## config.mk

```make
export PLATFORM = sky130hd
export DESIGN_NAME = regfile_scoreboard
export DESIGN_NICKNAME = d
export VERILOG_FILES = /design/src/rtl/regfile_pkg.sv /design/src/rtl/regfile_bypass_port.sv /design/src/rtl/regfile_scoreboard.sv
export SDC_FILE = /design/constraint.sdc
export NUM_CORES = 2
export LEC_CHECK = 0
export BUFFER_PORTS_ARGS = -buffer_cell sky130_fd_sc_hd__buf_2
export CAP_MARGIN = 20
export CELL_PAD_IN_SITES_DETAIL_PLACEMENT = 0
export CELL_PAD_IN_SITES_GLOBAL_PLACEMENT = 1
export CORE_MARGIN = 3
export CORE_UTILIZATION = 52
export CTS_CLUSTER_DIAMETER = 30
export DETAILED_ROUTE_END_ITERATION = 8
export PLACE_DENSITY_LB_ADDON = 0.12
export SLEW_MARGIN = 20
export SYNTH_ARGS = -nofsm -noshare
export SYNTH_HDL_FRONTEND = slang
export SYNTH_SLANG_ARGS = --single-unit
```

## constraint.sdc

```tcl
create_clock -name clk -period 23.3 [get_ports clk]
set_input_delay 4.66 -clock clk [delete_from_list [all_inputs] [get_ports clk]]
set_output_delay 4.66 -clock clk [all_outputs]
set_load 0.02 [all_outputs]
```

## src/rtl/regfile_pkg.sv

```systemverilog
// regfile_pkg: shared defaults and helpers for the regfile_scoreboard slice.
//   Default geometry constants, the address-width helper and the default
//   pending-write counter type.
package regfile_pkg;

  localparam int unsigned DefaultWidth    = 32;
  localparam int unsigned DefaultNregs    = 16;
  localparam int unsigned DefaultNread    = 4;
  localparam int unsigned DefaultPendBits = 2;

  // Pending-write counter at the default width.
  typedef logic [DefaultPendBits-1:0] pend_t;

  // Register address width; a single-register file still needs one bit.
  function automatic int unsigned addr_width(input int unsigned nregs);
    return (nregs > 1) ? $clog2(nregs) : 1;
  endfunction

endpackage

```

## src/rtl/regfile_bypass_port.sv

```systemverilog
// regfile_bypass_port: one read port of regfile_scoreboard.
//   Resolves operand data and readiness from the stored value, the pending
//   counter and the execute/writeback result buses.
//   Build macro: REGFILE_BYPASS_EN enables the fwd/wb bypass; otherwise the
//   port passes the stored value through and is ready only with no writes
//   outstanding.
// Ports:
//   rd_addr_i  read address
//   stored_i   architectural value of rd_addr_i
//   cnt_i      pending-write count of rd_addr_i
//   fwd_*_i    execute-stage result (addr 0 = none)
//   wb_*_i     writeback result (addr 0 = none)
//   data_o     operand data
//   ready_o    operand valid
module regfile_bypass_port #(
  parameter int unsigned Width     = 32,
  parameter int unsigned AddrWidth = 4,
  parameter int unsigned PendBits  = 2
) (
  input  logic [AddrWidth-1:0] rd_addr_i,
  input  logic [Width-1:0]     stored_i,
  input  logic [PendBits-1:0]  cnt_i,
  input  logic [AddrWidth-1:0] fwd_addr_i,
  input  logic [Width-1:0]     fwd_data_i,
  input  logic [AddrWidth-1:0] wb_addr_i,
  input  logic [Width-1:0]     wb_data_i,
  output logic [Width-1:0]     data_o,
  output logic                 ready_o
);

  logic rd_zero;
  assign rd_zero = (rd_addr_i == '0);

`ifdef REGFILE_BYPASS_EN
  logic fwd_hit;
  logic wb_hit;

  assign fwd_hit = (fwd_addr_i != '0) && (fwd_addr_i == rd_addr_i);
  assign wb_hit  = (wb_addr_i != '0) && (wb_addr_i == rd_addr_i);

  always_comb begin
    data_o = stored_i;
    if (rd_zero) begin
      data_o = '0;
    end else if (fwd_hit) begin
      data_o = fwd_data_i;
    end else if (wb_hit) begin
      data_o = wb_data_i;
    end
  end

  // The last outstanding write may be satisfied by a result on either bus.
  assign ready_o = rd_zero || (cnt_i == '0) ||
                   ((cnt_i == PendBits'(1)) && (fwd_hit || wb_hit));
`else
  logic unused_bypass;
  assign unused_bypass = ^{fwd_addr_i, fwd_data_i, wb_addr_i, wb_data_i};

  assign data_o  = rd_zero ? '0 : stored_i;
  assign ready_o = rd_zero || (cnt_i == '0);
`endif

endmodule

```

## src/rtl/regfile_scoreboard.sv

```systemverilog
// regfile_scoreboard: parametrised multi-port register file with a per-register
//   pending-write scoreboard and optional execute/writeback bypass.
//   Build macro: REGFILE_BYPASS_EN enables the bypass paths in each read port.
// Ports:
//   clk, rst        clock (rising edge), asynchronous active-high reset
//   iss_valid/addr  issue of an instruction writing iss_addr
//   iss_ready       issue accepted (combinational)
//   fwd_addr/data   execute-stage result, addr 0 = none; never retires
//   wb_addr/data    writeback, addr 0 = none; writes and retires
//   rd_addr         NREAD packed read addresses, port k at [k*AW +: AW]
//   rd_data         NREAD packed read data
//   rd_ready        per-port operand valid
//   sb_err          sticky flag: retire seen with no write pending
module regfile_scoreboard
  import regfile_pkg::*;
#(
  parameter int unsigned WIDTH     = DefaultWidth,
  parameter int unsigned NREGS     = DefaultNregs,
  parameter int unsigned NREAD     = DefaultNread,
  parameter int unsigned PEND_BITS = DefaultPendBits,
  localparam int unsigned AW       = addr_width(NREGS)
) (
  input  logic                   clk,
  input  logic                   rst,
  input  logic                   iss_valid,
  input  logic [AW-1:0]          iss_addr,
  output logic                   iss_ready,
  input  logic [AW-1:0]          fwd_addr,
  input  logic [WIDTH-1:0]       fwd_data,
  input  logic [AW-1:0]          wb_addr,
  input  logic [WIDTH-1:0]       wb_data,
  input  logic [NREAD*AW-1:0]    rd_addr,
  output logic [NREAD*WIDTH-1:0] rd_data,
  output logic [NREAD-1:0]       rd_ready,
  output logic                   sb_err
);

  // Entry 0 of both arrays is held at zero and optimises away.
  logic [WIDTH-1:0]     regs_q [NREGS];
  logic [WIDTH-1:0]     regs_d [NREGS];
  logic [PEND_BITS-1:0] cnt_q  [NREGS];
  logic [PEND_BITS-1:0] cnt_d  [NREGS];
  logic                 sb_err_q, sb_err_d;

  logic retire;
  logic iss_fire;
  logic same_reg;

  assign retire   = (wb_addr != '0);
  assign same_reg = retire && (wb_addr == iss_addr);

  // A retire to the same register frees a slot in the same cycle.
  assign iss_ready = (iss_addr == '0) || !(&cnt_q[iss_addr]) || same_reg;
  assign iss_fire  = iss_valid && iss_ready && (iss_addr != '0);

  always_comb begin
    regs_d   = regs_q;
    cnt_d    = cnt_q;
    sb_err_d = sb_err_q;

    if (retire) begin
      regs_d[wb_addr] = wb_data;
    end

    // Simultaneous issue and retire of one register cancel out.
    if (iss_fire && !same_reg) begin
      cnt_d[iss_addr] = cnt_q[iss_addr] + PEND_BITS'(1);
    end
    if (retire && !(iss_fire && same_reg)) begin
      if (cnt_q[wb_addr] == '0) begin
        sb_err_d = 1'b1;
      end else begin
        cnt_d[wb_addr] = cnt_q[wb_addr] - PEND_BITS'(1);
      end
    end

    regs_d[0] = '0;
    cnt_d[0]  = '0;
  end

  always_ff @(posedge clk or posedge rst) begin
    if (rst) begin
      for (int i = 0; i < NREGS; i++) begin
        regs_q[i] <= '0;
        cnt_q[i]  <= '0;
      end
      sb_err_q <= 1'b0;
    end else begin
      regs_q   <= regs_d;
      cnt_q    <= cnt_d;
      sb_err_q <= sb_err_d;
    end
  end

  assign sb_err = sb_err_q;

  for (genvar k = 0; k < NREAD; k++) begin : g_rd_port
    logic [AW-1:0] port_addr;
    assign port_addr = rd_addr[k*AW +: AW];

    regfile_bypass_port #(
      .Width    (WIDTH),
      .AddrWidth(AW),
      .PendBits (PEND_BITS)
    ) u_port (
      .rd_addr_i (port_addr),
      .stored_i  (regs_q[port_addr]),
      .cnt_i     (cnt_q[port_addr]),
      .fwd_addr_i(fwd_addr),
      .fwd_data_i(fwd_data),
      .wb_addr_i (wb_addr),
      .wb_data_i (wb_data),
      .data_o    (rd_data[k*WIDTH +: WIDTH]),
      .ready_o   (rd_ready[k])
    );
  end

endmodule

```

Word-level counts from Yosys, hierarchy flattened
Cells that the tools add are included.
W data, S select, Z words.
{"block": "word_totals", "regBits": 511, "latch_bits": 0, "ramBits": 0, "rom_bits": 0, "out_inout_bits": 134, "word_cells": 125, "memories": 0}
{"block": "classes", "addsub": 2, "multipliers": 0, "n_div": 0, "order_cmp": 8, "eq_ne": 1, "shifts": 0, "n_mux": 46, "bitwise": 6, "n_reduce_logical": 31}
{"operator": "$bmux W32 S4", "n": 4}
{"operator": "$bwmux W512", "n": 1}
{"operator": "$mux W32", "n": 14}
{"operator": "$demux W32 S4", "n": 1}
{"operator": "$bwmux W32", "n": 2}
{"operator": "$mux W30", "n": 2}
{"operator": "$bmux W2 S4", "n": 6}
{"operator": "$ge A5 B5 Y1 const B", "n": 6}
{"operator": "$not A4 Y5", "n": 6}
{"operator": "$mux W2", "n": 14}
{"operator": "$logic_not A4 Y1", "n": 5}
{"operator": "$demux W2 S4", "n": 2}
{"operator": "$logic_not A2 Y1", "n": 5}
{"operator": "$lt A5 B1 Y1 const B", "n": 2}
{"operator": "$logic_and A1 B1 Y1", "n": 8}
{"operator": "$reduce_bool A4 Y1", "n": 2}
{"operator": "$logic_or A1 B1 Y1", "n": 6}
{"operator": "$eq A4 B4 Y1", "n": 1}
{"operator": "$reduce_and A2 Y1", "n": 2}
{"operator": "$logic_not A1 Y1", "n": 3}
{"operator": "$add A2 B1 Y2 const B", "n": 1}
{"operator": "$sub A2 B1 Y2 const B", "n": 1}

Longest topological paths before layout
{"block": "logic_depth", "word_depth": 15, "ltp_mapped": 13, "mapped_depth_nobuf": 10}

By module
Synthesis repeated with hierarchy kept, for this count alone.
{"block": "hier_totals", "cells_unflattened": 3267, "hier_area_um2": 37846.3}
{"mod": "regfile_scoreboard", "instances": 1, "cells_per_inst": 3119, "area_each_um2": 36860.4, "seq_area_each_um2": 12787.3}
{"mod": "regfile_bypass_port", "instances": 4, "cells_per_inst": 37, "area_each_um2": 246.5, "seq_area_each_um2": 0.0}

Worst setup path after synthesis
No wires, ideal clock.
{"block": "synth_path", "path_kind": "input -> output", "from": "input port iss_addr[1]", "to": "output port iss_ready", "arrival_ns": 6.458, "setup_slack_ns": 12.182, "path_stages": 7, "path_cell_list": "buf_2 > buf_6 > mux2_2 > a22o_1 > mux4_2 > ha_1 > o311ai_0"}
{"block": "synth_via", "elab_chain_cells": 8, "word_cells_on_any_way": 11, "classes_between": "1 x eq/ne; 3 x mux; 1 x bitwise; 6 x reduce/logical"}
{"item": "start, declared", "line": "regfile_scoreboard.sv:26", "source": "input logic [AW-1:0] iss_addr,"}
{"item": "$not A4 Y5 (not written as such)", "line": "regfile_scoreboard.sv:53", "source": "assign iss_ready = (iss_addr == '0) || !(&cnt_q[iss_addr]) || same_reg;"}
{"item": "$bmux W2 S4", "line": "regfile_scoreboard.sv:53"}
{"item": "$mux W2 (not written as such) (2 in a row)", "line": "regfile_scoreboard.sv:53"}
{"item": "$reduce_and A2 Y1", "line": "regfile_scoreboard.sv:53"}
{"item": "$logic_not A1 Y1", "line": "regfile_scoreboard.sv:53"}
{"item": "$logic_or A1 B1 Y1", "line": "regfile_scoreboard.sv:53"}
{"item": "$logic_or A1 B1 Y1 (*)", "line": "regfile_scoreboard.sv:53"}
{"item": "end, declared", "line": "regfile_scoreboard.sv:27", "source": "output logic iss_ready,"}
Mark *: on every way between the ends. The rest lies on a longest branch, timed or not. The select of a mux whose other input is x is not followed.

Worst setup path in the final report
{"block": "layout_path", "from": "input port rd_addr[2]", "to": "output port rd_data[26]"}
{"block": "layout_via", "elab_chain_cells": 5, "word_cells_on_any_way": 6, "classes_between": "4 x mux; 1 x bitwise; 1 x reduce/logical"}
{"item": "start, declared", "line": "regfile_scoreboard.sv:32", "source": "input logic [NREAD*AW-1:0] rd_addr,"}
{"item": "$not A4 Y5 (not written as such)", "line": "regfile_scoreboard.sv:107", "source": ".stored_i (regs_q[port_addr]),"}
{"item": "$bmux W32 S4", "line": "regfile_scoreboard.sv:107"}
{"item": "$mux W32 (not written as such) (2 in a row)", "line": "regfile_scoreboard.sv:107"}
{"item": "$mux W32 (*)", "line": "regfile_bypass_port.sv:59", "source": "assign data_o = rd_zero ? '0 : stored_i;"}
{"item": "end, declared", "line": "regfile_scoreboard.sv:33", "source": "output logic [NREAD*WIDTH-1:0] rd_data,"}
Marked as above.

==> flow_summary.ini <==
[outcome]
outcome = completed

[detailed_routing]
dr.first_iter.drc_count = 3224
drcViolationCount = 0
drt_pass1_iterations = 5
via_count = 28200
routed_via_density = 7.21
wl_per_cell_um = 33.4
antenna_left = 0
routed_wl_um = 131000

[timing]
setup_slack_ns = 10.40
clock_skew_ns = 0.0218
rsz0062_at_grt = no
hold_viol_final = 0
slew_viol_final = 0
fmax_mhz = 77.5
min_period_ns = 12.90
slew_headroom = 0.235
period_share = 0.554
finalSetupTns_ns = 0
report.final.setup_viol = 0
worstMarginPinSlew_ns = 1.15

[floorplan]
start_util = 0.528
rows = 96
ios = 229
die_h_um = 271
die_x_um = 271
coreArea_sq_um = 69100
dieArea_sq_um = 73300

[finish]
layout-area-overhead-vs-synth_pct = 16.1
layout-drive-gt1-share = 0.513
nets = 2973
final_util = 0.613
final_cell_mix = 613 x mux2_2, 511 x dfrtp_1, 407 x mux4_2
final_common_cell = mux2_2
fillers = 5317
instances_no_fill = 3915

[clocking]
cts-root-buf = clkbuf_16
cts_buffer_depth = 3
h-tree-depth = 4
cts_resized = 0
path_clk_slew_ns = 0.04
clock_latency_ns = 0.70
clock_sinks = 511
holdBufCountCts = 0
cts_made_buffers = 131
cts_tree = built
cts_setup_buffers = 0

[logic_synthesis]
async_flop_share = 1.00
avgSynthCellArea_sq_um = 13.0
syn_nets = 2907
synth_edf_count = 0
synth_ff_type = dfrtp_1
syn-instance-count = 2810
synthesis.area_sq_um = 36500
synth_seq_cells = 511
ys_warn_count = 0
seq_area_frac_synth = 0.351
yosysUniqueCellTypes = 60

[power]
vdd_drop_max_mv = 0.0661
swShare = 0.313
p_int_w = 0.00304
p_seq_frac = 0.306
leakage_nw = 17.3
combPwrFrac = 0.273
clkPwrFrac = 0.421
power_w = 0.00443
p_switching_w = 0.00138
power_per_cell_area_nw_per_um2 = 105

[critical_path]
critPathCaptureType = output port
cp.required_ns = 18.64
crit_path_max_fanout = 51
arrival_ns = 8.24
cp-start-kind = input port
crit_type = in -> out

[place]
io_buffer_count = 192
post-dp-hpwl_um = 74000
dp_cells = 3674
dpl_worst_slack_ns = 10.55
gp_congestion = 0.851

[global_routing]
antenna_found_initial = 16
grt_pass1_wl_um = 193000
grt_usage = 0.358
grt_max_degree = 156
overflow = 0
grt_pass1_vias = 28600

[hold_path]
hp-class = reg -> reg

[run]
cap_violations = 0
==> synth_stat cells, types with 2 or more instances <==
cell type,number,area (sq um)
mux2_2,613,6900
dfrtp_1,511,12800
mux4_2,407,9170
nand2_1,154,578
nor2_1,143,537
mux2i_1,142,1420
a21oi_1,141,706
buf_2,141,706
clkbuf_1,129,484
a22oi_1,125,938
a211oi_1,101,758
o21ai_0,25,125
buf_1,21,78.8
nor2b_1,16,100
buf_4,15,113
a221oi_1,9,78.8
nand2b_1,9,56.3
inv_1,8,30.0
nand3_1,8,40.0
o31ai_1,8,60.1
nor3_1,7,35.0
a31oi_1,6,37.5
a222oi_1,5,50.1
and2_1,5,31.3
clkbuf_8,5,68.8
buf_6,4,45.0
nor3b_1,4,30.0
a22o_1,3,26.3
nor2_2,3,18.8
o2bb2ai_1,3,26.3
and2b_2,2,17.5
ha_1,2,25.0
mux4_1,2,52.6
nand3b_1,2,15.0
nor3_2,2,20.0
o311ai_1,2,17.5
or2_2,2,12.5
xnor2_2,2,32.5
xor2_1,2,17.5
==> critical path: stages <==
cell and delay (ns):
buf_6 0.43, buf_4 0.78, buf_4 0.65, mux4_2 0.35, mux2i_1 0.09, a21oi_1 0.85, buf_2 0.31
==> per-stage QoR <==
step | instance area (sq um) | hold slack [ns]
finish | 42300 | 0.470
CTS | 42300 | 0.475
global placement | 37700 | 0.452
floorplan | 36500 | 0.491
detailed placement | 37700 | 0.458
global route | 42300 | 0.512
==> worst paths after layout <==
check | slack [ns] | from | end | cells past startpoint
worst min-delay path | 0.47 | sb_err | sb_err | 2
worst min register to register | 0.47 | sb_err | sb_err | 2
max in group asynchronous | 17.16 | rst | regs_q[125] | 4
min in group asynchronous | 4.14 | rst | regs_q[51] | 2
worst max-delay path | 10.40 | rd_addr[2] | rd_data[26] | 7
worst max register to register | 19.88 | cnt_q[19] | cnt_q[5] | 7
==> state kept, by name, indices dropped and copies added (netlist names) <==
signal  cells
cnt_q      30
regs_q    480
sb_err      1
==> layer usage <==
metal  share of wire  GRT usage  vias to the layer above
li1                -          -                    11300
met1            0.40      0.497                    14900
met2            0.45      0.529                     1673
met3            0.11      0.107                      351
met4           0.040      0.147                        8
met5         0.00039          0                        -
==> power by group through the flow <==
stage	sequential (W)	clock, W	combinational [W]
floorplan	0.00127	0	0.000936
global route	0.00139	0.00194	0.00129
global placement	0.00133	0	0.00117
detailed placement	0.00135	0	0.00120
finish	0.00136	0.00186	0.00121
CTS	0.00134	0.00188	0.00120
==> cell families after synthesis <==
group	share of synthesized area
simple gates	0.0442
compound gates	0.0802
flops	0.351
buf+inv	0.0418
mux	0.481
fa+ha+maj	0.000686
xor+xnor	0.00137
==> layout make-up <==
class | count | area [sq um] | share of cell area
inverter | 8 | 37.5 | 0.000886
multi-input combinational | 1976 | 22300 | 0.526
clock buffer | 177 | 3790 | 0.0894
tap | 931 | 1160 | 0.0275
clock inverter | 61 | 802 | 0.0189
antenna | 3 | 7.51 | 0.000177
timing repair buffer | 248 | 1490 | 0.0352
sequential | 511 | 12800 | 0.302
No activity file was read; power rests on OpenSTA's default activity.
